### src/rtl/cone_equiv_runner_pkg.sv
// Shared types and defaults for the cone equivalence runner.
// Latency: n/a (types and constants only).
// Backpressure: n/a.
package cone_equiv_runner_pkg;

  // Run controller states.
  typedef enum logic [1:0] {
    ST_IDLE  = 2'd0,
    ST_RUN   = 2'd1,
    ST_DRAIN = 2'd2,
    ST_DONE  = 2'd3
  } state_t;

  // Default MISR feedback polynomial and seed (CRC-32 style).
  localparam logic [31:0] SIG_POLY_DEF = 32'h04C11DB7;
  localparam logic [31:0] SIG_SEED_DEF = 32'hFFFFFFFF;

  // A new run may only be launched while no run is active.
  function automatic logic start_ok(input state_t s);
    return (s == ST_IDLE) || (s == ST_DONE);
  endfunction

endpackage

### src/rtl/cone_equiv_runner_fifo.sv
// Generic first-word fall-through FIFO with occupancy count.
// Latency: a pushed word is visible on rd_dat the cycle after the push.
// Backpressure: writes are dropped only if full with no pop; callers are expected to hold credit.
module cone_equiv_runner_fifo #(
  parameter int W     = 30,
  parameter int DEPTH = 4
) (
  input  logic                         clk,
  input  logic                         rst_n,
  input  logic                         wr_vld,
  input  logic [W-1:0]                 wr_dat,
  output logic                         rd_vld,
  input  logic                         rd_rdy,
  output logic [W-1:0]                 rd_dat,
  output logic [$clog2(DEPTH+1)-1:0]   count
);

  localparam int AW = (DEPTH > 1) ? $clog2(DEPTH) : 1;
  localparam int CW = $clog2(DEPTH + 1);
  localparam logic [AW-1:0] LAST = AW'(DEPTH - 1);
  localparam logic [CW-1:0] FULL = CW'(DEPTH);

  logic [W-1:0]  mem [DEPTH];
  logic [AW-1:0] wptr;
  logic [AW-1:0] rptr;
  logic [CW-1:0] cnt;
  logic          do_wr;
  logic          do_rd;

  // A pop frees a slot in the same cycle, so a full FIFO may accept a push alongside it.
  assign do_rd  = rd_rdy && (cnt != '0);
  assign do_wr  = wr_vld && ((cnt != FULL) || do_rd);
  assign rd_vld = (cnt != '0);
  assign rd_dat = mem[rptr];
  assign count  = cnt;

  function automatic logic [AW-1:0] ptr_inc(input logic [AW-1:0] p);
    return (p == LAST) ? '0 : p + 1'b1;
  endfunction

  // Storage array; no reset needed since contents are qualified by the count.
  always_ff @(posedge clk) begin
    if (do_wr) begin
      mem[wptr] <= wr_dat;
    end
  end

  // Pointer and occupancy bookkeeping.
  always_ff @(posedge clk or negedge rst_n) begin
    if (!rst_n) begin
      wptr <= '0;
      rptr <= '0;
      cnt  <= '0;
    end else begin
      if (do_wr) begin
        wptr <= ptr_inc(wptr);
      end
      if (do_rd) begin
        rptr <= ptr_inc(rptr);
      end
      case ({do_wr, do_rd})
        2'b10:   cnt <= cnt + 1'b1;
        2'b01:   cnt <= cnt - 1'b1;
        default: cnt <= cnt;
      endcase
    end
  end

endmodule

### src/rtl/cone_equiv_runner.sv
// Drives stimulus into two external cones, buffers cone A results, flags A/B divergence, MISR-signs results.
// Latency: result enters the FIFO CONE_LAT cycles after accept and is visible one cycle later.
// Backpressure: res_ready low fills the FIFO; in_ready is withheld once FIFO plus in-flight reach DEPTH.
module cone_equiv_runner
  import cone_equiv_runner_pkg::*;
#(
  parameter int               IN_W     = 50,
  parameter int               OUT_W    = 30,
  parameter int               CONE_LAT = 1,
  parameter int               DEPTH    = 4,
  parameter int               CNT_W    = 16,
  parameter int               SIG_W    = 32,
  parameter logic [SIG_W-1:0] SIG_POLY = SIG_W'(SIG_POLY_DEF),
  parameter logic [SIG_W-1:0] SIG_SEED = SIG_W'(SIG_SEED_DEF)
) (
  input  logic              clk,
  input  logic              rst_n,
  input  logic              start,
  input  logic [CNT_W-1:0]  num_vec,
  input  logic              in_valid,
  output logic              in_ready,
  input  logic [IN_W-1:0]   in_data,
  output logic [IN_W-1:0]   cone_in,
  input  logic [OUT_W-1:0]  cone_a,
  input  logic [OUT_W-1:0]  cone_b,
  output logic              res_valid,
  input  logic              res_ready,
  output logic [OUT_W-1:0]  res_data,
  output logic              mismatch,
  output logic [CNT_W-1:0]  mism_idx,
  output logic [SIG_W-1:0]  signature,
  output logic              busy,
  output logic              done
);

  localparam int FCW = $clog2(DEPTH + 1);
  localparam int CRW = FCW + 1;

  state_t              state_q;
  state_t              state_d;
  logic [CNT_W-1:0]    num_q;
  logic [CNT_W-1:0]    acc_q;
  logic [CNT_W-1:0]    cap_q;
  logic [CONE_LAT-1:0] tok_q;
  logic [FCW-1:0]      infl_q;
  logic [FCW-1:0]      fifo_cnt;
  logic [SIG_W-1:0]    sig_q;
  logic [SIG_W-1:0]    sig_nxt;
  logic                mism_q;
  logic [CNT_W-1:0]    midx_q;
  logic [CRW-1:0]      credit_used;
  logic                credit_ok;
  logic                start_acc;
  logic                accept;
  logic                capture;

  assign start_acc   = start && start_ok(state_q);
  assign accept      = in_valid && in_ready;
  assign capture     = tok_q[CONE_LAT-1];

  // Every in-flight vector has a reserved FIFO slot, so captures can never be dropped.
  assign credit_used = CRW'(fifo_cnt) + CRW'(infl_q);
  assign credit_ok   = credit_used < CRW'(DEPTH);

  // MISR step: shift left, fold polynomial on carry-out, inject the captured cone A word.
  assign sig_nxt = {sig_q[SIG_W-2:0], 1'b0}
                 ^ (sig_q[SIG_W-1] ? SIG_POLY : '0)
                 ^ SIG_W'(cone_a);

  assign mismatch  = mism_q;
  assign mism_idx  = midx_q;
  assign signature = sig_q;

  // Run controller state register.
  always_ff @(posedge clk or negedge rst_n) begin
    if (!rst_n) begin
      state_q <= ST_IDLE;
    end else begin
      state_q <= state_d;
    end
  end

  // Next-state and status decode.
  always_comb begin
    state_d  = state_q;
    in_ready = 1'b0;
    busy     = 1'b0;
    done     = 1'b0;
    case (state_q)
      ST_IDLE, ST_DONE: begin
        done = (state_q == ST_DONE);
        if (start) begin
          // An empty run completes straight away.
          state_d = (num_vec == '0) ? ST_DONE : ST_RUN;
        end
      end
      ST_RUN: begin
        busy     = 1'b1;
        in_ready = (acc_q < num_q) && credit_ok;
        if (acc_q == num_q) begin
          state_d = ST_DRAIN;
        end
      end
      ST_DRAIN: begin
        busy = 1'b1;
        if ((infl_q == '0) && (fifo_cnt == '0)) begin
          state_d = ST_DONE;
        end
      end
      default: state_d = ST_IDLE;
    endcase
  end

  // Valid tokens track each accepted vector through the cone latency.
  always_ff @(posedge clk or negedge rst_n) begin
    if (!rst_n) begin
      tok_q <= '0;
    end else begin
      tok_q[0] <= accept;
      for (int i = 1; i < CONE_LAT; i++) begin
        tok_q[i] <= tok_q[i-1];
      end
    end
  end

  // In-flight count used for FIFO credit.
  always_ff @(posedge clk or negedge rst_n) begin
    if (!rst_n) begin
      infl_q <= '0;
    end else begin
      case ({accept, capture})
        2'b10:   infl_q <= infl_q + 1'b1;
        2'b01:   infl_q <= infl_q - 1'b1;
        default: infl_q <= infl_q;
      endcase
    end
  end

  // Run bookkeeping: stimulus register, counters, signature and first-mismatch capture.
  always_ff @(posedge clk or negedge rst_n) begin
    if (!rst_n) begin
      cone_in <= '0;
      num_q   <= '0;
      acc_q   <= '0;
      cap_q   <= '0;
      sig_q   <= SIG_SEED;
      mism_q  <= 1'b0;
      midx_q  <= '0;
    end else if (start_acc) begin
      num_q   <= num_vec;
      acc_q   <= '0;
      cap_q   <= '0;
      sig_q   <= SIG_SEED;
      mism_q  <= 1'b0;
      midx_q  <= '0;
    end else begin
      if (accept) begin
        cone_in <= in_data;
        acc_q   <= acc_q + 1'b1;
      end
      if (capture) begin
        sig_q <= sig_nxt;
        cap_q <= cap_q + 1'b1;
        // Only the first divergence of a run is recorded.
        if ((cone_a != cone_b) && !mism_q) begin
          mism_q <= 1'b1;
          midx_q <= cap_q;
        end
      end
    end
  end

  cone_equiv_runner_fifo #(
    .W     (OUT_W),
    .DEPTH (DEPTH)
  ) u_res_fifo (
    .clk    (clk),
    .rst_n  (rst_n),
    .wr_vld (capture),
    .wr_dat (cone_a),
    .rd_vld (res_valid),
    .rd_rdy (res_ready),
    .rd_dat (res_data),
    .count  (fifo_cnt)
  );

endmodule

### config.mk
export PLATFORM = sky130hd
export DESIGN_NAME = cone_equiv_runner
export DESIGN_NICKNAME = d
export VERILOG_FILES = /design/src/rtl/cone_equiv_runner_pkg.sv /design/src/rtl/cone_equiv_runner_fifo.sv /design/src/rtl/cone_equiv_runner.sv
export SDC_FILE = /design/constraint.sdc
export NUM_CORES = 1
export LEC_CHECK = 0
export CORE_ASPECT_RATIO = 1.75
export CORE_UTILIZATION = 48
export CTS_BUF_LIST = sky130_fd_sc_hd__clkbuf_8
export CTS_CLUSTER_DIAMETER = 30
export CTS_CLUSTER_SIZE = 20
export DETAILED_ROUTE_END_ITERATION = 8
export PLACE_DENSITY = 0.85
export SLEW_MARGIN = 20
export SYNTH_ARGS = -nofsm -noshare
export SYNTH_HDL_FRONTEND = slang
export SYNTH_SLANG_ARGS = --single-unit
### constraint.sdc
create_clock -name clk -period 2.7 [get_ports clk]
set_input_delay 0.54 -clock clk [delete_from_list [all_inputs] [get_ports clk]]
set_output_delay 0.54 -clock clk [all_outputs]
set_load 0.02 [all_outputs]
==> metrics.txt <==
post-route ant nets 0; CTS H-Tree Depth 2; max-cap check violation count 0; critical setup path kind flip-flop to primary output; Crit Path Max Fanout 2; HPWL after detailed placement 20870 um; Num CTS Buffers 35; total number of vias approximately 8600; Seq/Total Area, Yosys around 60%; FF/Latch Area roughly 7600 sq um; post-route cell area roughly 17000 sq um; Final period util 104.5%; GRT Max-Usage Layer met2; Area Overhead vs Synth 33.71%; startpoint types flip-flop; Pwr per Cell Area 1060 nW/um^2; count leader, synth nand2_1; number of vias per cell approximately 5.3; relative slew slack between 50 and 60%; M2 GR Usage between 40% and 50%; Worst R2R End infl_q[2]; Placer Congestion 0.8584; Lkg Pwr just under 7 nW; Reg2Reg Depth 12; Avg WL per Cell ~18 um; Post-synth EDFFs between 100 and 150; minimum clock period roughly 2.8 ns; share of layout cells above drive strength 1 between 20% and 30%; Synth Flop Type dfrtp_1; Synth area leaders edfxtp_1 (28%), dfrtp_1 (25%), dfstp_2 (6.6%); reg2reg setup slack -0.08 ns; initial antenna violation count 0; final hold viol count 0; final std cells w/o fill approximately 1600; clk slew on worst S/H paths roughly 0.07 ns; Clock Skew 0.01546 ns; largest net degree at the start of global routing 95; synth cell count leaders nand2_1 (141), dfrtp_1 (128), edfxtp_1 (120); Routed Wire Length slightly below 30000 um; Overflow after GRT 0; Synth top area share between 20% and 30%; VDD IR max ~0.74 mV; Yosys reg bits 280; grt met3 use ~3.5%; Async SR Flop Fraction between 50% and 60%; met1 usage 24.04%; first-pass GRT wire length about 47000 um; syn_nets approximately 1100; final slew viol count 0; Die ar. around 27000 sq um; Yosys cell types 52; GRT Overall Usage about 22%; Initial Util between 40% and 50%; violated checks design-rule violations, negative setup slack; Worst Setup EP in_ready; ant diodes 0; CTS tree built; Critical Path End Type primary output; iteration-0 DRC count of the detailed router around 530; worst-margin pin slew between 0.6 and 0.7 ns; I/O pins roughly 260; # placed instances about 1500; # DRC 38; FMAX 0.3543 GHz; area of the mapped netlist approximately 13000 sq um; status complete, but fails checks; DR pass1 iterations 7; pre-CTS setup slack -0.1367 ns; area of placed instances approximately 16000 sq um; Worst Hold Class flip-flop to flip-flop; Post-layout nets 1432; R2R Path Start acc_q[1]; port bufs roughly 260; CTS max path bufs 3; synthesized area per cell roughly 14 sq um; Setup crit start num_q[15]; Gate Count Post-Synth 940; synth warn 0; Cell Rows between 70 and 80; hold_ws just over 0.5 ns; Critical Path AT 2.28 ns; WP data required between 2 and 2.5 ns; clock latency on the worst-skew pair ~0.52 ns; Multi-input gate area a little under 5000 sq um; final number of setup-violating endpoints 2; Sink Count 280; RSZ-0062 raised after global routing yes; die span in y 217.3 um; Yosys top cell by area edfxtp_1; min setup slack post-route -0.1221 ns; Filler cells around 1900; Die X 125 um; core footprint 25960 sq um; CTS Root Cell clkbuf_8; vias in the first global route between 9000 and 10000
state kept, by name (all words and copies together), names as in the netlist:
register and cells:
cap_q 16, infl_q 3, num_q 16, u_res_fifo.wptr 2, capture 1, u_res_fifo.rptr 2
mism_idx 16, mismatch 1, signature 32, u_res_fifo.count 3, acc_q 16, cone_in 50
u_res_fifo.mem 120, state_q 2
metal layers:
metal	wire length, um	share of wire [%]	vias to the layer above
met1	10860	36	4197
met2	16210	54	323
met4	1109	3.7	0
met5	0	0	-
met3	1645	5.5	67
li1	-	-	3985
per-stage QoR:
step | utilization [%] | TNS [ns] | total power, W
floorplan | - | -0.02274 | 0.01146
global placement | 62.17 | -0.1682 | 0.01473
detailed placement | 62.17 | -0.2178 | 0.01494
CTS | 65.14 | -0.07536 | 0.01802
global route | 65.46 | -0.4881 | 0.01895
finish | 65.46 | -0.1981 | 0.01801
area by class of cell:
| type | instances | share of cell area [%] |
|---|---|---|
| clock buffer | 37 | 2.997 |
| multi-input combinational | 585 | 28.31 |
| tap | 320 | 2.356 |
| timing repair buffer | 333 | 19.29 |
| sequential | 280 | 45.02 |
| inverter | 33 | 0.7290 |
| clock inverter | 25 | 1.296 |
cell families after synthesis:
group	Yosys count	share of synthesized area, %
compound gates	80	3.633
mux	115	13.99
buf+inv	75	2.560
fa+ha+maj	33	3.367
simple gates	265	9.934
flops	280	60.18
xor+xnor	92	6.340
cells in the final DEF (no fill, tap or decap), types with 37 or more instances in the layout:
cell             netlist  layout
clkdlybuf4s50_1        0     230
nand2_1              141     140
dfrtp_1              128     126
buf_4                  0      58
edfxtp_1             120     120
xnor2_1               67      67
o21ai_0               53      50
clkbuf_8               0      37
mux2_4                50      50
timing repair:
| action | in CTS | in global routing |
|---|---|---|
| setup buffers | 2 | 5 |
| setup endpoints to repair | 32 | 50 |
| cloned | 0 | 1 |
| resized for setup | 48 | 5 |
| hold buffers | 1 | 0 |
| pin swaps | 8 | 8 |
| endpoints found under the hold margin | 36 | 0 |
critical path, cell delays in order, from the launching register on:
cell and delay [ns]:
dfrtp_1 0.36, inv_1 0.11, ha_4 0.22, a211oi_2 0.22, nand4_1 0.16, or2_4 0.28, nor3_2 0.22, buf_4 0.18
report_power, final:
group          total [W]  leakage, nW  switching (W)  internal, W
Sequential       0.00671         2.87       0.000879      0.00583
Clock            0.00315        0.372        0.00168      0.00147
Combinational    0.00815         3.68        0.00392      0.00424
worst min path at each step:
| stage | startpoint | end | slack (ns) | cells past startpoint |
|---|---|---|---|---|
| global placement | num_q[0] | num_q[0] | 0.49 | 2 |
| global route | cone_in[19] | cone_in[19] | 0.54 | 1 |
| finish | num_q[0] | num_q[0] | 0.51 | 2 |
| floorplan | rst_n | acc_q[0] | 0.24 | 0 |
| detailed placement | cone_in[15] | cone_in[15] | 0.49 | 1 |
| CTS | num_q[0] | num_q[0] | 0.51 | 2 |
No activity file was read; power rests on OpenSTA's default activity.
